**src/rtl/integrator_pkg.sv**
```systemverilog
// Shared definitions for the integrator -> differentiator (CIC-style) chain.
// Provides the default sample widths and the sat_trunc helper. sat_trunc
// reduces a signed value to out_w bits, either by clamping or by plain
// truncation, and also returns an overflow bit. The helper works on a
// fixed-width container so both cores can call it for any width up to MAXW.
package integrator_pkg;

  localparam int ACC_W_DEF = 16;
  localparam int OUT_W_DEF = 8;
  localparam int MAXW      = 32;   // widest sample either core may use

  typedef struct packed {
    logic signed [MAXW-1:0] val;
    logic                   ovf;
  } sat_res_t;

  // The result value is sign-extended to MAXW. For every legal out_w, the
  // low out_w bits hold the reduced sample.
  function automatic sat_res_t sat_trunc(input logic signed [MAXW-1:0] x,
                                         input int unsigned            out_w,
                                         input logic                   sat);
    sat_res_t             r;
    logic signed [MAXW:0] xe;
    logic signed [MAXW:0] one;
    logic signed [MAXW:0] hi;
    logic signed [MAXW:0] lo;
    logic signed [MAXW-1:0] t;
    int unsigned          sh;
    // Bounds are one bit wider than the input so that out_w == MAXW
    // does not overflow.
    one = {{MAXW{1'b0}}, 1'b1};
    xe  = {x[MAXW-1], x};
    hi  = (one <<< (out_w - 1)) - one;
    lo  = -(one <<< (out_w - 1));
    sh  = MAXW - out_w;
    // Truncation: keep the low out_w bits and re-extend their sign.
    t   = (x <<< sh) >>> sh;
    r.val = x;
    r.ovf = 1'b0;
    if (sat) begin
      if (xe > hi) begin
        r.val = hi[MAXW-1:0];
        r.ovf = 1'b1;
      end else if (xe < lo) begin
        r.val = lo[MAXW-1:0];
        r.ovf = 1'b1;
      end
    end else begin
      r.val = t;
      r.ovf = (t != x);
    end
    return r;
  endfunction

endpackage

```
**src/rtl/diff_scale_sat.sv**
```systemverilog
// Combinational output stage of the differentiator.
// It arithmetically right-shifts the ACC_W-bit difference and then reduces
// the result to OUT_W bits, by clamping or by truncation.
//   diff_i   : signed difference (ACC_W)
//   shift_i  : arithmetic right-shift amount, 0..15
//   sat_en_i : 1 = clamp, 0 = truncate (wrap)
//   value_o  : signed reduced sample (OUT_W)
//   ovf_o    : 1 if clamped, or if truncation changed the value
module diff_scale_sat
  import integrator_pkg::*;
#(
  parameter int ACC_W = ACC_W_DEF,
  parameter int OUT_W = OUT_W_DEF
) (
  input  logic signed [ACC_W-1:0] diff_i,
  input  logic        [3:0]       shift_i,
  input  logic                    sat_en_i,
  output logic signed [OUT_W-1:0] value_o,
  output logic                    ovf_o
);

  logic signed [ACC_W-1:0] scaled;
  sat_res_t                res;

  assign scaled  = diff_i >>> shift_i;
  assign res     = sat_trunc(MAXW'(scaled), OUT_W, sat_en_i);
  assign value_o = res.val[OUT_W-1:0];
  assign ovf_o   = res.ovf;

endmodule

```
**src/rtl/differentiator_core.sv**
```systemverilog
// Comb (differentiator) stage that undoes integrator_core.
// On each accepted strobe it optionally decimates by R. For each decimated
// sample it outputs y = x[n] - x[n-M] (M = 1 or 2), computed modulo
// 2^ACC_W, then scaled and saturated or truncated to OUT_W bits.
//   clk, rst_n         : clock, asynchronous active-low reset
//   enable, clear      : global freeze; synchronous flush (clear wins)
//   sample_strobe      : one-cycle pulse; acc_in is valid with it
//   acc_in             : wrapping signed accumulator sample
//   decim_ratio        : R (0 is treated as 1)
//   diff_delay         : 0 -> M=1, 1 -> M=2
//   out_shift          : arithmetic right shift of the difference
//   sat_enable         : 1 = clamp, 0 = truncate
//   diff_out/out_valid : registered result and one-cycle update pulse
//   primed             : at least M decimated samples are stored
//   overflow_flag      : the last output was clamped or changed by truncation
module differentiator_core
  import integrator_pkg::*;
#(
  parameter int ACC_W = ACC_W_DEF,
  parameter int OUT_W = OUT_W_DEF
) (
  input  logic                    clk,
  input  logic                    rst_n,
  input  logic                    enable,
  input  logic                    clear,
  input  logic                    sample_strobe,
  input  logic signed [ACC_W-1:0] acc_in,
  input  logic        [7:0]       decim_ratio,
  input  logic                    diff_delay,
  input  logic        [3:0]       out_shift,
  input  logic                    sat_enable,
  output logic signed [OUT_W-1:0] diff_out,
  output logic                    out_valid,
  output logic                    primed,
  output logic                    overflow_flag
);

  logic        [7:0]       dcnt_q, dcnt_d;
  logic        [1:0]       pcnt_q, pcnt_d;
  logic signed [ACC_W-1:0] d1_q, d1_d, d2_q, d2_d;
  logic signed [OUT_W-1:0] diff_out_q, diff_out_d;
  logic                    out_valid_q, out_valid_d;
  logic                    ovf_q, ovf_d;

  logic        [7:0]       r_m1;
  logic        [1:0]       m_val;
  logic                    accept, decim, emit;
  logic signed [ACC_W-1:0] diff;
  logic signed [OUT_W-1:0] red_val;
  logic                    red_ovf;

  assign r_m1   = (decim_ratio == 8'd0) ? 8'd0 : decim_ratio - 8'd1;
  assign m_val  = diff_delay ? 2'd2 : 2'd1;
  assign accept = sample_strobe & enable & ~clear;
  // Using >= here means that lowering R mid-count still decimates on the
  // next accepted sample instead of counting around 256.
  assign decim  = accept & (dcnt_q >= r_m1);
  assign emit   = decim & (pcnt_q >= m_val);
  // The subtraction is modulo 2^ACC_W, so wrap in the integrator cancels.
  assign diff   = acc_in - (diff_delay ? d2_q : d1_q);
  assign primed = (pcnt_q >= m_val);

  diff_scale_sat #(
    .ACC_W (ACC_W),
    .OUT_W (OUT_W)
  ) u_scale (
    .diff_i   (diff),
    .shift_i  (out_shift),
    .sat_en_i (sat_enable),
    .value_o  (red_val),
    .ovf_o    (red_ovf)
  );

  always_comb begin
    dcnt_d      = dcnt_q;
    pcnt_d      = pcnt_q;
    d1_d        = d1_q;
    d2_d        = d2_q;
    diff_out_d  = diff_out_q;
    ovf_d       = ovf_q;
    out_valid_d = 1'b0;
    if (clear) begin
      dcnt_d = '0;
      pcnt_d = '0;
      d1_d   = '0;
      d2_d   = '0;
    end else if (accept) begin
      dcnt_d = decim ? 8'd0 : dcnt_q + 8'd1;
      if (decim) begin
        d2_d = d1_q;
        d1_d = acc_in;
        if (pcnt_q != 2'd2) pcnt_d = pcnt_q + 2'd1;
      end
      if (emit) begin
        diff_out_d  = red_val;
        ovf_d       = red_ovf;
        out_valid_d = 1'b1;
      end
    end
  end

  always_ff @(posedge clk or negedge rst_n) begin
    if (!rst_n) begin
      dcnt_q      <= '0;
      pcnt_q      <= '0;
      d1_q        <= '0;
      d2_q        <= '0;
      diff_out_q  <= '0;
      out_valid_q <= 1'b0;
      ovf_q       <= 1'b0;
    end else begin
      dcnt_q      <= dcnt_d;
      pcnt_q      <= pcnt_d;
      d1_q        <= d1_d;
      d2_q        <= d2_d;
      diff_out_q  <= diff_out_d;
      out_valid_q <= out_valid_d;
      ovf_q       <= ovf_d;
    end
  end

  assign diff_out      = diff_out_q;
  assign out_valid     = out_valid_q;
  assign overflow_flag = ovf_q;

endmodule

```
**config.mk**
```make
export PLATFORM = sky130hd
export DESIGN_NAME = differentiator_core
export DESIGN_NICKNAME = d
export VERILOG_FILES = /design/src/rtl/integrator_pkg.sv /design/src/rtl/diff_scale_sat.sv /design/src/rtl/differentiator_core.sv
export SDC_FILE = /design/constraint.sdc
export NUM_CORES = 1
export LEC_CHECK = 0
export BUFFER_PORTS_ARGS = -buffer_cell sky130_fd_sc_hd__buf_2
export CORE_MARGIN = 2
export CORE_UTILIZATION = 56
export CTS_BUF_LIST = sky130_fd_sc_hd__clkbuf_4
export DETAILED_ROUTE_END_ITERATION = 8
export GPL_TIMING_DRIVEN = 0
export HOLD_SLACK_MARGIN = 0.12
export MAX_ROUTING_LAYER = met4
export PLACE_DENSITY = 0.79
export SETUP_SLACK_MARGIN = 0.15
export SLEW_MARGIN = 20
export SYNTH_ARGS = -nofsm -noshare
export SYNTH_HDL_FRONTEND = slang
export SYNTH_SLANG_ARGS = --single-unit
```
**constraint.sdc**
```tcl
create_clock -name clk -period 3.7 [get_ports clk]
set_clock_uncertainty 0.2 [all_clocks]
set_input_delay 0.37 -clock clk [delete_from_list [all_inputs] [get_ports clk]]
set_output_delay 0.37 -clock clk [all_outputs]
set_load 0.05 [all_outputs]
```
==> flow_summary.toml <==
[run_status]
outcome = "finished, violations left"
violations = "setup timing"

[drt]
drcViolationCount = 0
drt_iter0_drc = 281
drt_pre_antenna_iters = 5
viasPerCell = 6.304
vias = 4753
drt-total-wl_mm = 13.86
wl_per_cell_um = 18.38
ant_nets = 0

[floorplan]
initial_core_util_pct = 57.30
die_area_um2 = 8548
die_x_um = 92.46
ioPinCount = 46
core_um2 = 7647
rows = 32
chipHeight_um = 92.46

[clocking]
root_buffer = "clkbuf_4"
clock_latency_ns = 0.40
cts_tree = "built"
htree_levels = 2
clkSlewWorstSetupHoldPaths_ns = 0.17
cts.sinks = 52
cts_buffers = 5
cts_buffer_depth = 2

[synthesis]
syn_area_um2 = 4382
syn_nets = 618
synthArstFlopShare_pct = 100.0
synth_edf_count = 0
yosys_register_bits = 52
synth.avg_cell_area_um2 = 7.924
synth_cells = 553
synth_cell_types = 58
yosysSeqAreaShare_pct = 29.70
synth_flop_cell = "dfrtp_1"
ys_warn_count = 0

[timing]
hold_viol = 0
fin_crit_sh_pct = 110.4
final.min_clock_period_ns = 4.085
setup_viol = 9
fin_tns_setup_ns = -3.220
clock.fmax_mhz = 244.8
whs_ns = 0.1703
fin_ws_ns = -0.3851
tightest_slew_ns = 0.8064
slew_viol_final = 0
rsz0062_at_grt = "true"
slew_headroom_pct = 46.24

[global_route]
grt_pass1_vias = 4434
overflow = 0
grt_pass1_wl_mm = 20.60
grt_max_degree = 53
grt_antenna_before_repair = 0
track_usage_pct = 30.62

[place]
gp_congestion = 0.9567
numPortBuffers = 42
dp_hpwl_mm = 8.998

[worst_setup_path]
startpoint = "d1_q[0]$_DFFE_PN0P_"
crit_type = "reg2reg"
startpoint_type = "register"
rr_startpoint = "d1_q[0]$_DFFE_PN0P_"
critPathRequiredTime_ns = 3.85
path_max_fanout = 8
endpoint_kind = "register"
cp_data_arrival_time_ns = 4.23

[power]
power_frac_seq_pct = 43.7
swShare_pct = 36.28
leakage_nw = 2.551
power_frac_clock_pct = 21.8
p_int_mw = 0.8394
pwr-share-comb_pct = 34.5
peakVddDrop_uv = 228.3
cellPowerDensity_nw_per_um2 = 221.7
switchingPower_mw = 0.4780

[run]
maxCapViolations = 0

[finish]
layout-drive-gt1-share_pct = 30.21
syn_to_final_growth_pct = 35.61
antenna_cells = 0
fillers = 543
num-nets-final = 716

[hold_path]
hold_start = "clear"
min_path_type = "in2reg"
final timing paths:
kind / slack (ns) / depth (start not counted) / endpoint
worst max register to register: -0.39 / 15 / diff_out[6]$_DFFE_PN0P_
worst max-delay path: -0.39 / 15 / diff_out[6]$_DFFE_PN0P_
worst min register to register: 0.34 / 2 / diff_out[7]$_DFFE_PN0P_
worst min-delay path: 0.17 / 2 / dcnt_q[6]$_DFFE_PN0P_
min in group asynchronous: 0.31 / 2 / diff_out[6]$_DFFE_PN0P_
max in group asynchronous: 2.52 / 2 / d1_q[2]$_DFFE_PN0P_
cells in the mapped netlist, types with 12 or more instances:
| library cell | instances | area [um^2] |
|---|---|---|
| nand2_1 | 107 | 401.6 |
| a21oi_1 | 65 | 325.3 |
| dfrtp_1 | 52 | 1301 |
| nor2_1 | 48 | 180.2 |
| ha_1 | 29 | 362.9 |
| mux2i_1 | 29 | 290.3 |
| clkbuf_1 | 26 | 97.59 |
| o21ai_0 | 24 | 120.1 |
| inv_1 | 16 | 60.06 |
| xnor2_1 | 15 | 131.4 |
| nor3_1 | 13 | 65.06 |
| o211ai_1 | 12 | 90.09 |
power by group through the flow:
| stage | Combinational (mW) | Clock, mW | Sequential (mW) |
|---|---|---|---|
| after global placement | 0.375 | 0 | 0.586 |
| final | 0.455 | 0.287 | 0.576 |
| after floorplan | 0.264 | 0 | 0.595 |
| after global routing | 0.493 | 0.311 | 0.577 |
| after detailed placement | 0.382 | 0 | 0.586 |
| after CTS | 0.423 | 0.286 | 0.576 |
what timing repair did:
item	4_1_cts	5_1_grt
pin swaps	22	33
gates cloned	0	4
resized for setup	28	113
hold buffers	18	0
hold endpoints to repair	69	0
setup buffers	14	13
setup endpoints to repair	45	47
cell families after synthesis:
group / synth area share, %
DFF: 29.70
AOI/OAI and AO/OA: 23.59
muxes: 8.681
xor gates and xnor gates: 3.998
and+or+nand+nor: 21.53
adders and majority gates: 8.738
buffers and inverters: 3.769
layer usage:
layer | part of all wire (%) | wire [um] | global-route usage [%]
met5 | 0 | 0 | -
met4 | 3.4 | 469 | 7.214
met3 | 5.5 | 761 | 3.824
met2 | 52 | 7157 | 53.89
met1 | 39 | 5474 | 37.67
metrics by stage:
stage               area, um^2  utilization [%]  cells  setup WS (ns)  power, mW
floorplan                 4577                -    553        -0.3411     0.8588
CTS                       5409            70.73    737        -0.4154      1.284
global placement          4915            64.27    697        -0.7339     0.9611
global route              5942            77.70    754        -0.5172      1.381
finish                    5942            77.70    754        -0.3851      1.317
detailed placement        4917            64.30    697        -0.7967     0.9685
layout make-up:
class | instances | area [um^2] | share of cell area (%)
Clock inverter | 3 | 26.28 | 0.4422
Timing Repair Buffer | 91 | 700.7 | 11.79
Multi-Input combinational cell | 457 | 3438 | 57.86
Tap cell | 102 | 127.6 | 2.148
Buffer | 27 | 226.5 | 3.811
Sequential cell | 52 | 1301 | 21.90
Clock buffer | 5 | 37.54 | 0.6317
Inverter | 17 | 83.83 | 1.411
state kept, by name, indices dropped and copies added, names as in the netlist:
register,count
d2_q,16
dcnt_q,8
overflow_flag,1
pcnt_q,2
diff_out,8
out_valid,1
d1_q,16
worst max-delay path: stages, from the launching register on:
cell and delay, ns:
dfrtp_1 0.43, mux2_4 0.30, ha_4 0.16, inv_2 0.05, fa_2 0.21, a211oi_2 0.08, o21a_2 0.25, o32a_4 0.33
o21a_4 0.21, o2111a_1 0.28, a2111o_1 0.38, a32oi_1 0.17, nand4b_1 0.20, o311ai_4 0.41, o211ai_1 0.19, a21oi_1 0.19
layout by cell type, fill, tap and decap left out, drive strengths merged, types with 3 or more instances in the layout:
cell type and instances:
xnor2 15, nor3 13, o21a 4, nor4 6, dlygate4sd3 18, o21ai 24
or3 6, nand3 9, mux2 4, buf 77, and2 5, nor2 48
mux2i 29, dfrtp 52, a21oi 66, nand2b 9, a21o 9, ha 29
inv 17, a221oi 6, xor2 5, and3 5, o211ai 12, nand2 107
a211oi 8, nor2b 3, clkbuf 28
No activity file was read; power rests on OpenSTA's default activity.
